File: src/rtl/ahb_timer_pkg.sv
// Shared constants for the AHB-Lite timer bank: register offsets, CTRL bit
// positions, bus size encoding and channel stride.
package ahb_timer_pkg;

    typedef enum logic [1:0] {
        OFS_CTRL   = 2'd0,
        OFS_COUNT  = 2'd1,
        OFS_CMP    = 2'd2,
        OFS_STATUS = 2'd3
    } reg_ofs_e;

    localparam int unsigned CTRL_EN      = 0;
    localparam int unsigned CTRL_ONESHOT = 1;
    localparam int unsigned CTRL_IRQ_EN  = 2;
    localparam int unsigned CTRL_PS      = 8;

    localparam logic [2:0] HSIZE_WORD = 3'b010;

    localparam int unsigned CH_STRIDE = 16;

endpackage

File: src/rtl/timer_channel.sv
// One timer channel: CTRL/COUNT/CMP/STATUS registers, prescaler,
// compare-match logic and registered interrupt.
module timer_channel
    import ahb_timer_pkg::*;
#(
    parameter int unsigned CNT_W = 32,
    parameter int unsigned PS_W  = 8
) (
    input  logic        clk,
    input  logic        rst,
    input  logic        wr_ctrl,
    input  logic        wr_count,
    input  logic        wr_cmp,
    input  logic        wr_status,
    input  logic [31:0] wdata,
    output logic [31:0] ctrl_rd,
    output logic [31:0] count_rd,
    output logic [31:0] cmp_rd,
    output logic [31:0] status_rd,
    output logic        irq
);

    logic             en;
    logic             oneshot;
    logic             irq_en;
    logic [PS_W-1:0]  ps;
    logic [PS_W-1:0]  psc;
    logic [CNT_W-1:0] count;
    logic [CNT_W-1:0] cmp;
    logic             match;

    logic psc_tick;
    logic tick;
    logic hit;
    logic unused_wdata;

    // A COUNT write swallows the tick entirely, including any match it would cause.
    always_comb begin
        psc_tick     = en && (psc == ps);
        tick         = psc_tick && !wr_count;
        hit          = tick && (count == cmp);
        unused_wdata = ^wdata;
    end

    always_ff @(posedge clk or posedge rst) begin
        if (rst) begin
            en      <= 1'b0;
            oneshot <= 1'b0;
            irq_en  <= 1'b0;
            ps      <= '0;
            psc     <= '0;
            count   <= '0;
            cmp     <= '0;
            match   <= 1'b0;
            irq     <= 1'b0;
        end else begin
            if (wr_ctrl || !en || psc_tick) psc <= '0;
            else                            psc <= psc + PS_W'(1);

            if (wr_ctrl) begin
                en      <= wdata[CTRL_EN];
                oneshot <= wdata[CTRL_ONESHOT];
                irq_en  <= wdata[CTRL_IRQ_EN];
                ps      <= wdata[CTRL_PS +: PS_W];
            end else if (hit && oneshot) begin
                en <= 1'b0;
            end

            if (wr_count)  count <= wdata[CNT_W-1:0];
            else if (hit)  count <= '0;
            else if (tick) count <= count + CNT_W'(1);

            if (wr_cmp) cmp <= wdata[CNT_W-1:0];

            if (hit)                        match <= 1'b1;
            else if (wr_status && wdata[0]) match <= 1'b0;

            irq <= match & irq_en;
        end
    end

    always_comb begin
        ctrl_rd                      = '0;
        ctrl_rd[CTRL_EN]             = en;
        ctrl_rd[CTRL_ONESHOT]        = oneshot;
        ctrl_rd[CTRL_IRQ_EN]         = irq_en;
        ctrl_rd[CTRL_PS +: PS_W]     = ps;
        count_rd                     = 32'(count);
        cmp_rd                       = 32'(cmp);
        status_rd                    = {31'b0, match};
    end

endmodule

File: src/rtl/ahb_timer_bank.sv
// Multi-channel AHB-Lite timer/counter: zero-wait-state slave with address
// phase capture, register decode, read mux and one timer_channel per channel.
module ahb_timer_bank
    import ahb_timer_pkg::*;
#(
    parameter int unsigned NUM_CH = 4,
    parameter int unsigned CNT_W  = 32,
    parameter int unsigned PS_W   = 8
) (
    input  logic              clk,
    input  logic              rst,
    input  logic              HSEL,
    input  logic              HREADY,
    input  logic [31:0]       HADDR,
    input  logic              HWRITE,
    input  logic [2:0]        HSIZE,
    input  logic [31:0]       HWDATA,
    output logic [31:0]       HRDATA,
    output logic              HREADYOUT,
    output logic              HRESP,
    output logic [NUM_CH-1:0] irq,
    output logic              irq_any
);

    logic       dp_valid;
    logic       dp_write;
    logic       dp_size_ok;
    logic [7:0] dp_addr;

    logic [3:0] dp_ch;
    reg_ofs_e   dp_ofs;
    logic       dp_hit;
    logic       wr_en;
    logic       rd_en;
    logic       unused_haddr;

    logic [31:0] rd_ctrl   [NUM_CH];
    logic [31:0] rd_count  [NUM_CH];
    logic [31:0] rd_cmp    [NUM_CH];
    logic [31:0] rd_status [NUM_CH];

    always_ff @(posedge clk or posedge rst) begin
        if (rst) begin
            dp_valid   <= 1'b0;
            dp_write   <= 1'b0;
            dp_size_ok <= 1'b0;
            dp_addr    <= '0;
        end else begin
            dp_valid <= HSEL && HREADY;
            if (HSEL && HREADY) begin
                dp_write   <= HWRITE;
                dp_size_ok <= (HSIZE == HSIZE_WORD);
                dp_addr    <= HADDR[7:0];
            end
        end
    end

    always_comb begin
        dp_ch        = dp_addr[7:4];
        dp_ofs       = reg_ofs_e'(dp_addr[3:2]);
        dp_hit       = dp_valid && (dp_addr[7:6] == 2'b00) && (32'(dp_ch) < NUM_CH);
        wr_en        = dp_hit && dp_write && dp_size_ok;
        rd_en        = dp_hit && !dp_write;
        unused_haddr = ^{HADDR[31:8], HADDR[1:0]};
    end

    for (genvar g = 0; g < NUM_CH; g++) begin : g_ch
        logic ch_sel;

        always_comb ch_sel = wr_en && (dp_ch == 4'(g));

        timer_channel #(
            .CNT_W (CNT_W),
            .PS_W  (PS_W)
        ) u_ch (
            .clk       (clk),
            .rst       (rst),
            .wr_ctrl   (ch_sel && (dp_ofs == OFS_CTRL)),
            .wr_count  (ch_sel && (dp_ofs == OFS_COUNT)),
            .wr_cmp    (ch_sel && (dp_ofs == OFS_CMP)),
            .wr_status (ch_sel && (dp_ofs == OFS_STATUS)),
            .wdata     (HWDATA),
            .ctrl_rd   (rd_ctrl[g]),
            .count_rd  (rd_count[g]),
            .cmp_rd    (rd_cmp[g]),
            .status_rd (rd_status[g]),
            .irq       (irq[g])
        );
    end

    always_comb begin
        HRDATA = '0;
        if (rd_en) begin
            for (int unsigned i = 0; i < NUM_CH; i++) begin
                if (dp_ch == 4'(i)) begin
                    unique case (dp_ofs)
                        OFS_CTRL:   HRDATA = rd_ctrl[i];
                        OFS_COUNT:  HRDATA = rd_count[i];
                        OFS_CMP:    HRDATA = rd_cmp[i];
                        OFS_STATUS: HRDATA = rd_status[i];
                        default:    HRDATA = '0;
                    endcase
                end
            end
        end
    end

    always_comb begin
        HREADYOUT = 1'b1;
        HRESP     = 1'b0;
        irq_any   = |irq;
    end

endmodule

File: config.mk
export PLATFORM = sky130hd
export DESIGN_NAME = ahb_timer_bank
export DESIGN_NICKNAME = d
export VERILOG_FILES = /design/src/rtl/ahb_timer_pkg.sv /design/src/rtl/timer_channel.sv /design/src/rtl/ahb_timer_bank.sv
export SDC_FILE = /design/constraint.sdc
export NUM_CORES = 1
export LEC_CHECK = 0
export ABC_AREA = 1
export BUFFER_PORTS_ARGS = -buffer_cell sky130_fd_sc_hd__buf_2
export CAP_MARGIN = 10
export CORE_UTILIZATION = 60
export CTS_CLUSTER_DIAMETER = 30
export DETAILED_ROUTE_END_ITERATION = 16
export PLACE_DENSITY = 0.78
export SETUP_SLACK_MARGIN = 0.4
export SYNTH_ARGS = -nofsm -noshare
export SYNTH_HDL_FRONTEND = slang
export SYNTH_SLANG_ARGS = --single-unit
File: constraint.sdc
create_clock -name clk -period 17.9 [get_ports clk]
set_clock_uncertainty 0.05 [all_clocks]
set_input_delay 0.895 -clock clk [delete_from_list [all_inputs] [get_ports clk]]
set_output_delay 0.895 -clock clk [all_outputs]
set_load 0.05 [all_outputs]
After elaboration in Yosys (flattened, before gate mapping) --
Cells that the tools add are included.
Word-level totals: register bits 351, input port bits 72, output and inout bits 39, word-level logic and storage cells 188
Cells by class: $add $sub $neg 8, magnitude comparators 1, equal/unequal tests 15, multiplexer cells 41, bitwise logic cells 4, reduce and logical (&&, ||, !) cells 79
Operator list (count):
- 2-to-1 mux 32 bit | 17
- case mux 32 bit (4 select lines) | 4
- adder 32 x 1 -> 32 bit (second input constant) | 4
- equality test 32 bit | 4
- logical AND 1 bit | 46
- adder 8 x 1 -> 8 bit (second input constant) | 4
- equality test 8 bit | 4
- 2-to-1 mux 8 bit | 4
- 2-to-1 mux 1 bit | 16
- nonzero test 2 bit | 8
- nonzero test 3 bit | 4
- zero test 1 bit | 9
- equality test 4 x 2 -> 1 bit (second input constant) | 2
- logical OR 1 bit | 8
- AND 1 bit | 4
- equality test 2 bit (second input constant) | 2
- equality test 4 x 1 -> 1 bit (second input constant) | 1
- zero test 2 bit | 2
- zero test 4 bit | 1
- less-than comparator 4 x 3 -> 1 bit (second input constant) | 1
- OR reduction 4 bit | 1
- equality test 3 x 2 -> 1 bit (second input constant) | 1
- equality test 2 x 1 -> 1 bit (second input constant) | 1

Logic depth before layout (Yosys ltp) --
word-level depth 13, gate-level depth with buffers 13, gate-level depth less buffers 12

Cells and area by module --
Synthesis repeated with hierarchy kept, for this count alone.
Second synthesis, totals: cells, all modules 4516, area, all modules 28554.9 um^2
Modules (own cells, without submodules):
- timer_channel | instances 4, cells an instance 798, area an instance 5703.0 um^2, sequential area each 2127.0 um^2
- ahb_timer_bank | instances 1, cells an instance 1324, area an instance 5743.0 um^2, sequential area each 225.2 um^2

Least setup slack after synthesis --
OpenSTA, ideal clock, no wires.
path type flip-flop to output port, from reg dp_addr[3], to out HRDATA[31], arrival time 2366 ps, required time 16955 ps, slack 14589 ps, stages on the path, launching flop included 10, path buffers 4, cell sequence dfrtp_1 > buf_2 > inv_1 > nand2_2 > buf_2 > buf_2 > buf_1 > o22ai_1 > nand2_1 > a31oi_1
On the way: longest elaborated chain between the ends 7, elaborated cells between the ends (all ways) 13, classes of those cells 3 x eq/ne; 9 x mux; 1 x reduce/logical
RTL lines:
- start: declaration | RTL line ahb_timer_bank.sv:28 | logic [7:0] dp_addr;
- start signal: assignment | RTL line ahb_timer_bank.sv:53 | dp_addr <= HADDR[7:0];
- equality test 2 bit, or another cell as far along | RTL line ahb_timer_bank.sv:96 | unique case (dp_ofs)
- case mux 32 bit (4 select lines) | RTL line ahb_timer_bank.sv:96
- 2-to-1 mux 32 bit (3 in a row) | RTL line ahb_timer_bank.sv:95 | if (dp_ch == 4'(i)) begin
- 2-to-1 mux 32 bit * | RTL line ahb_timer_bank.sv:95
- 2-to-1 mux 32 bit * | RTL line ahb_timer_bank.sv:93 | if (rd_en) begin
- end: declaration | RTL line ahb_timer_bank.sv:18 | output logic [31:0] HRDATA,
Mark *: on every way between the ends. The rest lies on a longest branch, timed or not.

Worst setup path after layout --
from reg dp_addr[3], to out HRDATA[15]
Same word-level chain as after synthesis.

==> impl_metrics.toml <==
[timing]
tightest_slew_ps = 1250
fin_setup_tns_ps = 0
slew_violations = 0
hold_viol = 0
setup_viol = 0
slew_headroom = 0.166
min_period_ps = 5820
timing.fmax_mhz = 172
fin_crit_sh = 0.325
rsz0062_at_grt = "false"
timing.hold.ws_ps = 317

[power]
total_leakage_power_nw = 17.6
vdd_drop_max_mv = 0.142
p_per_area_nw_per_um2 = 144

[global_routing]
grt_max_degree = 83
grt_antenna_before_repair = 3
grt_pass1_wl_mm = 143
grt_usage = 0.465
grt_pass1_vias = 24100
overflow = 0

[yosys]
postSynthCellCount = 3809
synthXorXnorAreaFrac = 0.0467
avgSynthCellArea_um2 = 6.35
synth.distinct_cells = 45
synthMuxAreaShare = 0
ys_warn_count = 0
ys_seq_area_frac = 0.361
synthAdderAreaFrac = 0.00414
synth_compound_area_frac = 0.130
netlist_area_um2 = 24200
synth_top_family_by_area = "simple AND/OR/NAND/NOR gates"
ys_seq_elements = 349
synthSimpleGateAreaFrac = 0.345
async_flop_share = 1.00
synthesis.nets = 3889
synth_edf_count = 0
synth_ff_type = "dfrtp_1"

[cells_and_area]
layout-drive-gt1-share = 0.0793
n_fill_cell = 3430
layout_common_cells = "nand2_1, inv_1, o21ai_0"
fin_nets = 3940
syn_to_final_growth_pct = 18.1
finish.instance_area_um2 = 28600
layout_commonest_cell = "nand2_1"

[floorplan]
die_h_um = 203
rows = 73
dieArea_um2 = 41100
die_w_um = 203
core_area_um2 = 39700
io_pins = 111
initial_utilization = 0.609

[cts]
clk_latency_ps = 660
cts-htree-levels = 3
clk_pin_slew_worst_paths_ps = 40
tritoncts = "yes"
clockRootBuffer = "clkbuf_16"
cts.sinks = 349
cts_hold_buf = 0
cts_resized = 0
clk_path_buf_depth = 3
cts_buffers = 99
post-cts-setup-buffers = 0

[run]
cap_violations = 0

[worst_setup_path]
start_kind = "flop"
slowest_stage = "inv_1"
path_depth = 9
path_max_fanout = 59
reg2reg_depth = 11
required_ps = 16960
reg2reg_slack_ps = 13470
setup.worst_path.start = "dp_addr[3]$_DFFE_PP0P_"
worstSetupEndpointType = "output pin"
cp.arrival_ps = 4880
critPathMaxStageDelay_ps = 660
crit_chain = "inv_1, nand2_4, buf_4, inv_1, a21oi_1, o21ai_0, nand2_1, a21oi_1, buf_2"
reg2reg_to = "g_ch[2].u_ch.count_rd[12]$_DFFE_PP0P_"
crit_end = "HRDATA[15]"
crit_type = "reg -> out"
cpLargestDelayFamily = "buffers and inverters"
reg2reg_from = "dp_addr[6]$_DFFE_PP0P_"
cp_num_buf_inv = 4

[routing]
first_iter_violations = 3263
via_per_inst = 5.90
vias = 26400
drtPass1Iterations = 6
wl_per_cell_um = 21.5
wl_mm = 96.1
ant_nets = 0
drc = 0

[worst_hold_path]
worstHoldPathType = "in -> async"

[place]
place_area_um2 = 24800
gp_congestion = 1.05
dp_hpwl_mm = 67.7
port_buffers = 82

[status]
outcome = "completed"
## worst min-delay path by stage
stage | startpoint | end | slack, ps | cells past startpoint
after floorplan | g_ch[1].u_ch.psc[0]$_DFF_PP0_ | g_ch[1].u_ch.psc[0]$_DFF_PP0_ | 380 | 1
after global placement | g_ch[1].u_ch.psc[0]$_DFF_PP0_ | g_ch[1].u_ch.psc[0]$_DFF_PP0_ | 410 | 1
after detailed placement | g_ch[1].u_ch.psc[0]$_DFF_PP0_ | g_ch[1].u_ch.psc[0]$_DFF_PP0_ | 410 | 1
after CTS | rst | g_ch[0].u_ch.count_rd[4]$_DFFE_PP0P_ | 330 | 2
after global routing | rst | g_ch[0].u_ch.count_rd[30]$_DFFE_PP0P_ | 350 | 2
final | rst | g_ch[0].u_ch.cmp_rd[31]$_DFFE_PP0P_ | 320 | 2
## sequential cells by signal, summed over array words and instances, names as in the netlist
name and flops:
g_ch.u_ch.psc 32, dp_size_ok 1, g_ch.u_ch.en 4, g_ch.u_ch.count_rd 128, g_ch.u_ch.irq 4, dp_valid 1, g_ch.u_ch.irq_en 4, dp_addr 6
g_ch.u_ch.match 4, g_ch.u_ch.oneshot 4, g_ch.u_ch.ps 32, dp_write 1, g_ch.u_ch.cmp_rd 128
## logic make-up after synthesis
family / after synthesis
xor+xnor: 129
flops: 349
simple gates: 2033
buf+inv: 711
compound gates: 577
fa+ha+maj: 8
other cells: 2
## cell type report
cell class	count	area, µm²	share of cell area
inverter	556	2090	0.0733
multi-input combinational	2749	12800	0.447
clock buffer	133	2810	0.0983
timing repair buffer	105	596	0.0208
tap	525	657	0.0230
antenna	1	2.50	0.0000876
sequential	349	8730	0.306
clock inverter	53	901	0.0315
## cells in the mapped netlist, types with 2 or more instances
library cell / n / area, µm²
buf_2: 24 / 120
nand4_1: 88 / 551
nor3b_1: 8 / 60.1
inv_1: 544 / 2040
o22ai_1: 73 / 457
o31ai_1: 3 / 22.5
nand3b_1: 6 / 45.0
a31oi_1: 24 / 150
conb_1: 2 / 7.51
nand2_2: 2 / 12.5
nor2_2: 4 / 25.0
nor3_1: 61 / 305
and2_1: 7 / 43.8
ha_1: 8 / 100
buf_1: 14 / 52.6
o221ai_1: 24 / 210
nor2_4: 3 / 33.8
a21oi_1: 68 / 340
nand2_1: 1346 / 5050
nand3_1: 188 / 941
and3_1: 7 / 43.8
xor2_1: 97 / 850
o21ai_0: 359 / 1800
inv_2: 11 / 41.3
clkbuf_1: 110 / 413
o21ai_1: 10 / 50.1
nor2_1: 302 / 1130
dfrtp_1: 349 / 8730
buf_4: 7 / 52.6
a21boi_0: 2 / 15.0
or2_2: 7 / 43.8
xnor2_1: 32 / 280
o211ai_1: 7 / 52.6
## per-layer routing
metal  GRT usage  part of all wire
met5           0           0.00016
met4       0.288             0.069
met3       0.147              0.13
met2       0.665              0.41
met1       0.610              0.39
## power by group
part | leakage [nW] | internal [mW] | total, mW | switching (mW)
Combinational | 12.6 | 0.348 | 1.22 | 0.874
Sequential | 3.19 | 0.852 | 0.931 | 0.0795
Clock | 1.79 | 1.39 | 1.95 | 0.553
Total | 17.6 | 2.59 | 4.10 | 1.51
## through the flow
stage	worst slack [ps]	utilization	power [mW]	instances
2_1_floorplan	7280	-	1.74	3809
6_report	12080	0.719	4.10	4471
3_3_place_gp	12960	0.625	2.08	4282
3_5_place_dp	13010	0.625	2.09	4282
4_1_cts	12350	0.718	4.04	4468
5_1_grt	12050	0.719	4.25	4470
No activity file was read; power rests on OpenSTA's default activity.
